**src/rtl/mem_arbiter_if.sv**
```systemverilog
// Client and bus signal bundle of mem_arbiter.
// Ports: master = arbiter side, slave = the fetch/data clients plus the memory bus.
interface mem_arbiter_if #(
    parameter int ADDR_W = 32,
    parameter int DATA_W = 32
);
    logic              if_req;
    logic [ADDR_W-1:0] if_addr;
    logic [DATA_W-1:0] if_rdata;
    logic              if_ack;

    logic                if_dummy_unused;
    logic                mem_req;
    logic                mem_we;
    logic [ADDR_W-1:0]   mem_addr;
    logic [DATA_W-1:0]   mem_wdata;
    logic [DATA_W/8-1:0] mem_sel;
    logic [DATA_W-1:0]   mem_rdata;
    logic                mem_ack;

    logic                bus_req;
    logic                bus_we;
    logic [ADDR_W-1:0]   bus_addr;
    logic [DATA_W-1:0]   bus_wdata;
    logic [DATA_W/8-1:0] bus_sel;
    logic [DATA_W-1:0]   bus_rdata;
    logic                bus_ack;
    logic                bus_err;

    logic stallreq_if;
    logic stallreq_mem;

    modport master (
        input  if_req, if_addr,
        output if_rdata, if_ack,
        input  mem_req, mem_we, mem_addr, mem_wdata, mem_sel,
        output mem_rdata, mem_ack,
        output bus_req, bus_we, bus_addr, bus_wdata, bus_sel, bus_err,
        input  bus_rdata, bus_ack,
        output stallreq_if, stallreq_mem
    );

    modport slave (
        output if_req, if_addr,
        input  if_rdata, if_ack,
        output mem_req, mem_we, mem_addr, mem_wdata, mem_sel,
        input  mem_rdata, mem_ack,
        input  bus_req, bus_we, bus_addr, bus_wdata, bus_sel, bus_err,
        output bus_rdata, bus_ack,
        input  stallreq_if, stallreq_mem
    );
endinterface

```
**src/rtl/mem_arbiter.sv**
```systemverilog
// Arbitrates the single memory bus between instruction fetch and data memory.
// Ports: clk, rst (sync, active-high), arb (mem_arbiter_if.master: clients + bus).
// Optional macro ARB_TIMEOUT_EN adds a TIMEOUT-cycle bus_ack watchdog.
module mem_arbiter #(
    parameter int ADDR_W  = 32,
    parameter int DATA_W  = 32,
    parameter int TIMEOUT = 255
) (
    input logic           clk,
    input logic           rst,
    mem_arbiter_if.master arb
);
    localparam int SEL_W = DATA_W / 8;

    typedef enum logic [1:0] {IDLE, IF_BUSY, MEM_BUSY} state_t;

    state_t            state;
    logic              last_mem;
    logic              req_q;
    logic              we_q;
    logic [ADDR_W-1:0] addr_q;
    logic [DATA_W-1:0] wdata_q;
    logic [SEL_W-1:0]  sel_q;
    logic [DATA_W-1:0] if_rdata_q;
    logic [DATA_W-1:0] mem_rdata_q;
    logic              if_ack_q;
    logic              mem_ack_q;
    logic              expired;
    logic [DATA_W-1:0] rdata_in;

    logic if_go;
    logic mem_go;
    logic pick_mem;

    // A client whose ack is high this cycle is still holding the old request.
    assign if_go    = arb.if_req & ~if_ack_q;
    assign mem_go   = arb.mem_req & ~mem_ack_q;
    // MEM wins a tie unless it won the previous grant.
    assign pick_mem = mem_go & (~if_go | ~last_mem);
    // An abort returns zero data.
    assign rdata_in = arb.bus_ack ? arb.bus_rdata : '0;

`ifdef ARB_TIMEOUT_EN
    localparam int CW = $clog2(TIMEOUT + 1);
    logic [CW-1:0] cnt;
    logic          err_q;
    assign expired     = (cnt == CW'(TIMEOUT));
    assign arb.bus_err = err_q;
`else
    logic unused_timeout;
    assign unused_timeout = (TIMEOUT == 0);
    assign expired        = 1'b0;
    assign arb.bus_err    = 1'b0;
`endif

    always_ff @(posedge clk) begin
        if (rst) begin
            state       <= IDLE;
            last_mem    <= 1'b0;
            req_q       <= 1'b0;
            we_q        <= 1'b0;
            addr_q      <= '0;
            wdata_q     <= '0;
            sel_q       <= '0;
            if_rdata_q  <= '0;
            mem_rdata_q <= '0;
            if_ack_q    <= 1'b0;
            mem_ack_q   <= 1'b0;
`ifdef ARB_TIMEOUT_EN
            cnt         <= '0;
            err_q       <= 1'b0;
`endif
        end else begin
            if_ack_q  <= 1'b0;
            mem_ack_q <= 1'b0;
`ifdef ARB_TIMEOUT_EN
            err_q     <= 1'b0;
`endif
            unique case (state)
                IDLE: begin
                    if (if_go | mem_go) begin
                        req_q    <= 1'b1;
                        last_mem <= pick_mem;
`ifdef ARB_TIMEOUT_EN
                        cnt      <= '0;
`endif
                        if (pick_mem) begin
                            state   <= MEM_BUSY;
                            we_q    <= arb.mem_we;
                            addr_q  <= arb.mem_addr;
                            wdata_q <= arb.mem_wdata;
                            sel_q   <= arb.mem_sel;
                        end else begin
                            state   <= IF_BUSY;
                            we_q    <= 1'b0;
                            addr_q  <= arb.if_addr;
                            wdata_q <= '0;
                            sel_q   <= '1;
                        end
                    end
                end
                IF_BUSY, MEM_BUSY: begin
                    if (arb.bus_ack | expired) begin
                        req_q <= 1'b0;
                        state <= IDLE;
`ifdef ARB_TIMEOUT_EN
                        err_q <= ~arb.bus_ack;
`endif
                        if (state == IF_BUSY) begin
                            if_ack_q   <= 1'b1;
                            if_rdata_q <= rdata_in;
                        end else begin
                            mem_ack_q   <= 1'b1;
                            mem_rdata_q <= we_q ? '0 : rdata_in;
                        end
                    end
`ifdef ARB_TIMEOUT_EN
                    else begin
                        cnt <= cnt + 1'b1;
                    end
`endif
                end
                default: state <= IDLE;
            endcase
        end
    end

    assign arb.bus_req      = req_q;
    assign arb.bus_we       = we_q;
    assign arb.bus_addr     = addr_q;
    assign arb.bus_wdata    = wdata_q;
    assign arb.bus_sel      = sel_q;
    assign arb.if_rdata     = if_rdata_q;
    assign arb.if_ack       = if_ack_q;
    assign arb.mem_rdata    = mem_rdata_q;
    assign arb.mem_ack      = mem_ack_q;
    assign arb.stallreq_if  = arb.if_req & ~if_ack_q;
    assign arb.stallreq_mem = arb.mem_req & ~mem_ack_q;

endmodule
```
**src/flat_wrapper.sv**
```systemverilog
// flat-port wrapper written by rule: the top's interface ports become plain ports
module mem_arbiter_flat 
#(
    parameter int ADDR_W  = 32,
    parameter int DATA_W  = 32,
    parameter int TIMEOUT = 255
)
  (clk, rst, arb_if_req, arb_if_addr, arb_if_rdata, arb_if_ack, arb_mem_req, arb_mem_we, arb_mem_addr, arb_mem_wdata, arb_mem_sel, arb_mem_rdata, arb_mem_ack, arb_bus_req, arb_bus_we, arb_bus_addr, arb_bus_wdata, arb_bus_sel, arb_bus_err, arb_bus_rdata, arb_bus_ack, arb_stallreq_if, arb_stallreq_mem);
  mem_arbiter_if #(.ADDR_W(ADDR_W), .DATA_W(DATA_W)) arb_i ();
  input logic clk;
  input logic rst;
  input wire logic [$bits(arb_i.if_req)-1:0] arb_if_req;
  input wire logic [$bits(arb_i.if_addr)-1:0] arb_if_addr;
  output wire logic [$bits(arb_i.if_rdata)-1:0] arb_if_rdata;
  output wire logic [$bits(arb_i.if_ack)-1:0] arb_if_ack;
  input wire logic [$bits(arb_i.mem_req)-1:0] arb_mem_req;
  input wire logic [$bits(arb_i.mem_we)-1:0] arb_mem_we;
  input wire logic [$bits(arb_i.mem_addr)-1:0] arb_mem_addr;
  input wire logic [$bits(arb_i.mem_wdata)-1:0] arb_mem_wdata;
  input wire logic [$bits(arb_i.mem_sel)-1:0] arb_mem_sel;
  output wire logic [$bits(arb_i.mem_rdata)-1:0] arb_mem_rdata;
  output wire logic [$bits(arb_i.mem_ack)-1:0] arb_mem_ack;
  output wire logic [$bits(arb_i.bus_req)-1:0] arb_bus_req;
  output wire logic [$bits(arb_i.bus_we)-1:0] arb_bus_we;
  output wire logic [$bits(arb_i.bus_addr)-1:0] arb_bus_addr;
  output wire logic [$bits(arb_i.bus_wdata)-1:0] arb_bus_wdata;
  output wire logic [$bits(arb_i.bus_sel)-1:0] arb_bus_sel;
  output wire logic [$bits(arb_i.bus_err)-1:0] arb_bus_err;
  input wire logic [$bits(arb_i.bus_rdata)-1:0] arb_bus_rdata;
  input wire logic [$bits(arb_i.bus_ack)-1:0] arb_bus_ack;
  output wire logic [$bits(arb_i.stallreq_if)-1:0] arb_stallreq_if;
  output wire logic [$bits(arb_i.stallreq_mem)-1:0] arb_stallreq_mem;
  assign arb_i.if_req = arb_if_req;
  assign arb_i.if_addr = arb_if_addr;
  assign arb_if_rdata = arb_i.if_rdata;
  assign arb_if_ack = arb_i.if_ack;
  assign arb_i.mem_req = arb_mem_req;
  assign arb_i.mem_we = arb_mem_we;
  assign arb_i.mem_addr = arb_mem_addr;
  assign arb_i.mem_wdata = arb_mem_wdata;
  assign arb_i.mem_sel = arb_mem_sel;
  assign arb_mem_rdata = arb_i.mem_rdata;
  assign arb_mem_ack = arb_i.mem_ack;
  assign arb_bus_req = arb_i.bus_req;
  assign arb_bus_we = arb_i.bus_we;
  assign arb_bus_addr = arb_i.bus_addr;
  assign arb_bus_wdata = arb_i.bus_wdata;
  assign arb_bus_sel = arb_i.bus_sel;
  assign arb_bus_err = arb_i.bus_err;
  assign arb_i.bus_rdata = arb_bus_rdata;
  assign arb_i.bus_ack = arb_bus_ack;
  assign arb_stallreq_if = arb_i.stallreq_if;
  assign arb_stallreq_mem = arb_i.stallreq_mem;
  mem_arbiter #(.ADDR_W(ADDR_W), .DATA_W(DATA_W), .TIMEOUT(TIMEOUT)) u_core (.clk(clk), .rst(rst), .arb(arb_i));
endmodule
```
**config.mk**
```make
export PLATFORM = sky130hd
export DESIGN_NAME = mem_arbiter_flat
export DESIGN_NICKNAME = d
export VERILOG_FILES = /design/src/rtl/mem_arbiter_if.sv /design/src/rtl/mem_arbiter.sv /design/src/flat_wrapper.sv
export SDC_FILE = /design/constraint.sdc
export NUM_CORES = 1
export LEC_CHECK = 0
export ABC_AREA = 1
export BUFFER_PORTS_ARGS = -buffer_cell sky130_fd_sc_hd__buf_2
export CAP_MARGIN = 10
export CORE_MARGIN = 2
export CORE_UTILIZATION = 35
export CTS_CLUSTER_DIAMETER = 60
export DETAILED_ROUTE_END_ITERATION = 10
export SYNTH_ARGS = -nofsm -noshare
export SYNTH_HDL_FRONTEND = slang
export SYNTH_SLANG_ARGS = --single-unit
```
**constraint.sdc**
```tcl
create_clock -name clk -period 2.9 [get_ports clk]
set_input_delay 0.58 -clock clk [delete_from_list [all_inputs] [get_ports clk]]
set_output_delay 0.58 -clock clk [all_outputs]
set_load 0.005 [all_outputs]
```
# After elaboration in Yosys (flattened, before gate mapping)
# Cells that the tools add are included.
# Widths: inputs -> output; s select.
[totals] register_bits=139 in_bits=138 output_inout_bits=139 elab_cells=50
[classes] n_eq_ne=4 n_mux=14 n_bitwise=12 reduce_logical=9
[op_table] operator="$mux 32" n=3
[op_table] operator="$reduce_and 3->1" n=3
[op_table] operator="$not 1->1" n=7
[op_table] operator="$mux 2" n=3
[op_table] operator="$mux 1" n=5
[op_table] operator="$mux 4" n=1
[op_table] operator="$pmux 2 s2" n=1
[op_table] operator="$reduce_and 2->1" n=2
[op_table] operator="$and 1x1->1" n=3
[op_table] operator="$reduce_or 3->1" n=1
[op_table] operator="$eq 2x1->1 const B" n=1
[op_table] operator="$eq 2x2->1 const B" n=1
[op_table] operator="$logic_not 2->1" n=1
[op_table] operator="$ne 2x1->1 const B" n=1
[op_table] operator="$ne 2x2->1 const B" n=1
[op_table] operator="$or 1x1->1" n=2
[op_table] operator="$pmux 1 s2" n=1
[op_table] operator="$reduce_bool 2->1" n=1
[op_table] operator="$reduce_or 2->1" n=1

# Longest topological paths before layout
[depth] depth_word=8 mapped_depth=9

# Worst setup path after synthesis
# OpenSTA, ideal clock, no wires.
[synth_path] kind="input -> output" from="in arb_mem_req" to="out arb_stallreq_mem" arrival_ns=0.965 t_required_ns=2.320 setup_slack_ns=1.355 stages=3 path_buffers=1 path_cell_list="nand2_2 > inv_2 > buf_2"
[synth_via] elab_chain_len=1
[synth_lines] element="start, declared" line="flat_wrapper.sv:16" rtl="input wire logic [$bits(arb_i.mem_req)-1:0] arb_mem_req;"
[synth_lines] element="$and 1x1->1" line="mem_arbiter.sv:138" rtl="assign arb.stallreq_mem = arb.mem_req & ~mem_ack_q;"
[synth_lines] element="end, declared" line="flat_wrapper.sv:32" rtl="output wire logic [$bits(arb_i.stallreq_mem)-1:0] arb_stallreq_mem;"
# No other way between the ends.

# Final worst setup path
[layout_path] from="reg u_core.mem_ack_q (netlist: u_core.arb.mem_ack)" to="out arb_stallreq_mem"
[layout_via] elab_chain_len=2
[layout_lines] element="start, declared" line="mem_arbiter.sv:27" rtl="logic mem_ack_q;"
[layout_lines] element="start signal, assigned" line="mem_arbiter.sv:68" rtl="mem_ack_q <= 1'b0;"
[layout_lines] element="start signal, assigned" line="mem_arbiter.sv:75" rtl="mem_ack_q <= 1'b0;"
[layout_lines] element="start signal, assigned" line="mem_arbiter.sv:113" rtl="mem_ack_q <= 1'b1;"
[layout_lines] element="$not 1->1" line="mem_arbiter.sv:138"
[layout_lines] element="$and 1x1->1" line="mem_arbiter.sv:138"
# No other way between the ends.

==> key figures <==
Run status
  – Outcome: finished clean

Critical path
  – Crit path required time: 2.32 ns
  – Crit-path leading delay family: buffers and inverters
  – Worst R2R End: u_core.arb.if_rdata[8]$_SDFFE_PP0P_
  – R2r startpoint: u_core.state[1]$_SDFFE_PP0P_
  – Reg2Reg Depth: 6
  – CP arrival: 1.50 ns
  – Flop2flop setup slack: 0.98 ns
  – CP bufs+invs: 4
  – Setup crit end kind: output port
  – Slowest library cell on the worst path: buf_4
  – Crit Path Category: flip-flop to output port
  – Worst Setup SP: u_core.arb.mem_ack$_SDFF_PP0_
  – Worst Path Max Fanout: 33
  – Cell Chain, Critical Path: inv_1 -> nand2_2 -> inv_2 -> buf_4 -> buf_2
  – Delay of the slowest critical-path stage: 0.34 ns
  – Critical path launch point type: flip-flop

Worst hold path
  – Worst Hold Path Cells: 3
  – Min-delay worst type: primary input to flip-flop
  – Hold path startpoint: arb_mem_wdata[22]
  – Hold endpoint: u_core.arb.bus_wdata[22]$_SDFFE_PP0P_

Floorplanning
  – FP Rows: 46
  – Initial Util: 0.356
  – Total Die Area: 0.0170 sq mm
  – Core footprint: 0.0158 sq mm
  – Die span in x: 131 microns
  – Top Ports: 277
  – Die H: 131 microns

Clock tree
  – CTS HTree Levels: 4
  – Hold Buf Count CTS: 0
  – Clock slew at reported path FFs: 0.06 ns
  – Postcts setup bufs: 0
  – CTS sink count: 139
  – Clk_lat worst skew: 0.42 ns
  – Clk root buf: clkbuf_16
  – Post-cts sizing count: 0
  – CTS max path bufs: 2
  – TritonCTS clock tree: yes
  – Total CTS buffers: 17

Yosys
  – Seq/Total Area, Yosys: 0.496
  – Synth Instances: 768
  – Post-synthesis cell type count: 19
  – Post-Syn Nets: 908
  – Synthesized area: 0.00561 sq mm
  – Syn Area/Cell: 7.30 sq um
  – FF+latch count, synth: 139
  – Yosys warns: 0

Cells and area
  – Final Cell Area: 0.00771 sq mm
  – Most common cell after layout, fill and taps aside: buf_2
  – Filler instances: 1,662
  – Layout cells sized above 1: 0.319
  – Total Nets Final: 1,156
  – Non-Filler Instances: 1,247
  – Most frequent cells in the layout: 274 x buf_2, 205 x nand2_1, 139 x dfxtp_1
  – Area Growth Syn to Fin: 37.5%

Placed design
  – Cell Area, Placed: 0.00706 sq mm
  – Buffers on Ports: 275
  – Routability cong.: 0.812
  – Estimated wirelength of the detail-placed design: 11,800 microns
  – Cells after DPL: 1,213
  – DP Worst Slack: 0.949 ns

Timing
  – Max-slew headroom: 0.284
  – Peak Freq: 481 MHz
  – # setup viols final: 0
  – TNS Setup: 0 ns
  – Fin crit share: 0.716
  – Slew @ Worst Pin: 1.07 ns
  – Final WS setup: 0.823 ns
  – Max-slew violations: 0
  – Fin crit period: 2.08 ns
  – Clk_skew: 0.00985 ns
  – Final Hold Vio Count: 0
  – RSZ-0062 raised after global routing: no

Global route
  – Overflow after GRT: 0
  – First-pass GRT wire length: 26,300 microns
  – Vias in the first global route: 5,102
  – Tot GR Track Use: 0.199
  – Initial antenna violation count: 0
  – Largest net degree at the start of global routing: 67

Routing
  – Average wire per standard cell: 13.9 microns
  – Post-route DRC: 0
  – Vias: 5,744
  – Vias/cell: 4.61
  – Final ANT Viol Nets: 0
  – Final wirelength: 17,300 microns
  – Pre-antenna DRT Iters: 4
  – DRT iter0 DRCs: 349

Power and ir drop
  – Pwr/cell area: 731 mW/mm^2
  – Pwr Total: 5.64 mW
  – Lkg Pwr: 3.94 nW
  – Peak supply drop: 0.382 mV

Job
  – Max-cap viol count: 0
-- area by class of cell --
type / instances / area [sq um] / area share
Timing Repair Buffer: 286 / 1470 / 0.191
Inverter: 79 / 297 / 0.0385
Antenna cell: 2 / 5.00 / 0.000649
Tap cell: 216 / 270 / 0.0351
Clock inverter: 12 / 185 / 0.0240
Sequential cell: 139 / 2780 / 0.361
Multi-Input combinational cell: 493 / 2240 / 0.290
Clock buffer: 20 / 457 / 0.0592
-- synthesized netlist by cell type --
cell type,instances,area (sq um)
dfxtp_1,139,2780
a21oi_1,101,505
buf_2,12,60.1
nand3_2,1,10.0
conb_1,1,3.75
clkbuf_1,28,105
nand2_1,205,769
buf_6,2,22.5
buf_1,3,11.3
o21ai_0,36,180
nand3_1,129,646
nand2_2,5,31.3
nor2_1,10,37.5
ha_1,2,25.0
nand3_4,1,17.5
inv_1,75,282
nand4_1,2,12.5
buf_4,12,90.1
inv_2,4,15.0
-- worst max path at each step --
| stage | end | depth (start not counted) |
|---|---|---|
| after floorplan | arb_stallreq_mem | 3 |
| after global placement | arb_stallreq_mem | 5 |
| after detailed placement | arb_stallreq_mem | 5 |
| after CTS | arb_stallreq_mem | 5 |
| after global routing | arb_stallreq_mem | 5 |
| final | arb_stallreq_mem | 5 |
-- worst register-to-register path: stages, from the launching register on --
cell and delay [ns]:
dfxtp_1 0.31, inv_1 0.07, ha_1 0.50, nand2_1 0.47, buf_12 0.31, nand2_1 0.07
a21oi_1 0.06
-- layer usage --
layer  vias to the layer above  GRT usage  part of all wire
met2                       198      0.318              0.48
met1                      2557      0.247              0.43
met5                         -          0                 0
met3                        22     0.0615             0.071
li1                       2967          -                 -
met4                         0     0.0907             0.019
-- cell families (layout without fill, tap and decap cells) --
group	after synthesis	count (layout)	synth area share
AND/OR/NAND/NOR	353	353	0.272
flip-flops	139	139	0.496
AO/OA/AOI/OAI	137	137	0.122
buffers and inverters	136	397	0.104
adder cells (fa/ha/maj)	2	2	0.00446
other	1	3	0.000669
-- registers in the layout, indices dropped and copies added (netlist names) --
register              count
u_core.arb.bus_sel        4
u_core.state              2
u_core.arb.if_rdata      32
u_core.arb.mem_rdata     32
u_core.arb.bus_we         1
u_core.arb.if_ack         1
u_core.arb.bus_addr      32
u_core.arb.bus_req        1
u_core.arb.bus_wdata     32
u_core.last_mem           1
u_core.arb.mem_ack        1
-- where the power goes --
group	internal, mW	leakage (nW)	switching [mW]	total [mW]
combinational	0.414	2.50	0.679	1.09
clock	1.49	0.300	0.847	2.34
sequential	2.11	1.14	0.0906	2.20
-- through the flow --
step	hold slack (ns)	utilization
2_1_floorplan	0.439	-
3_3_place_gp	0.435	0.448
3_5_place_dp	0.436	0.448
4_1_cts	0.376	0.488
5_1_grt	0.381	0.488
6_report	0.400	0.489
Note: power is estimated with default switching activity, not from simulation.
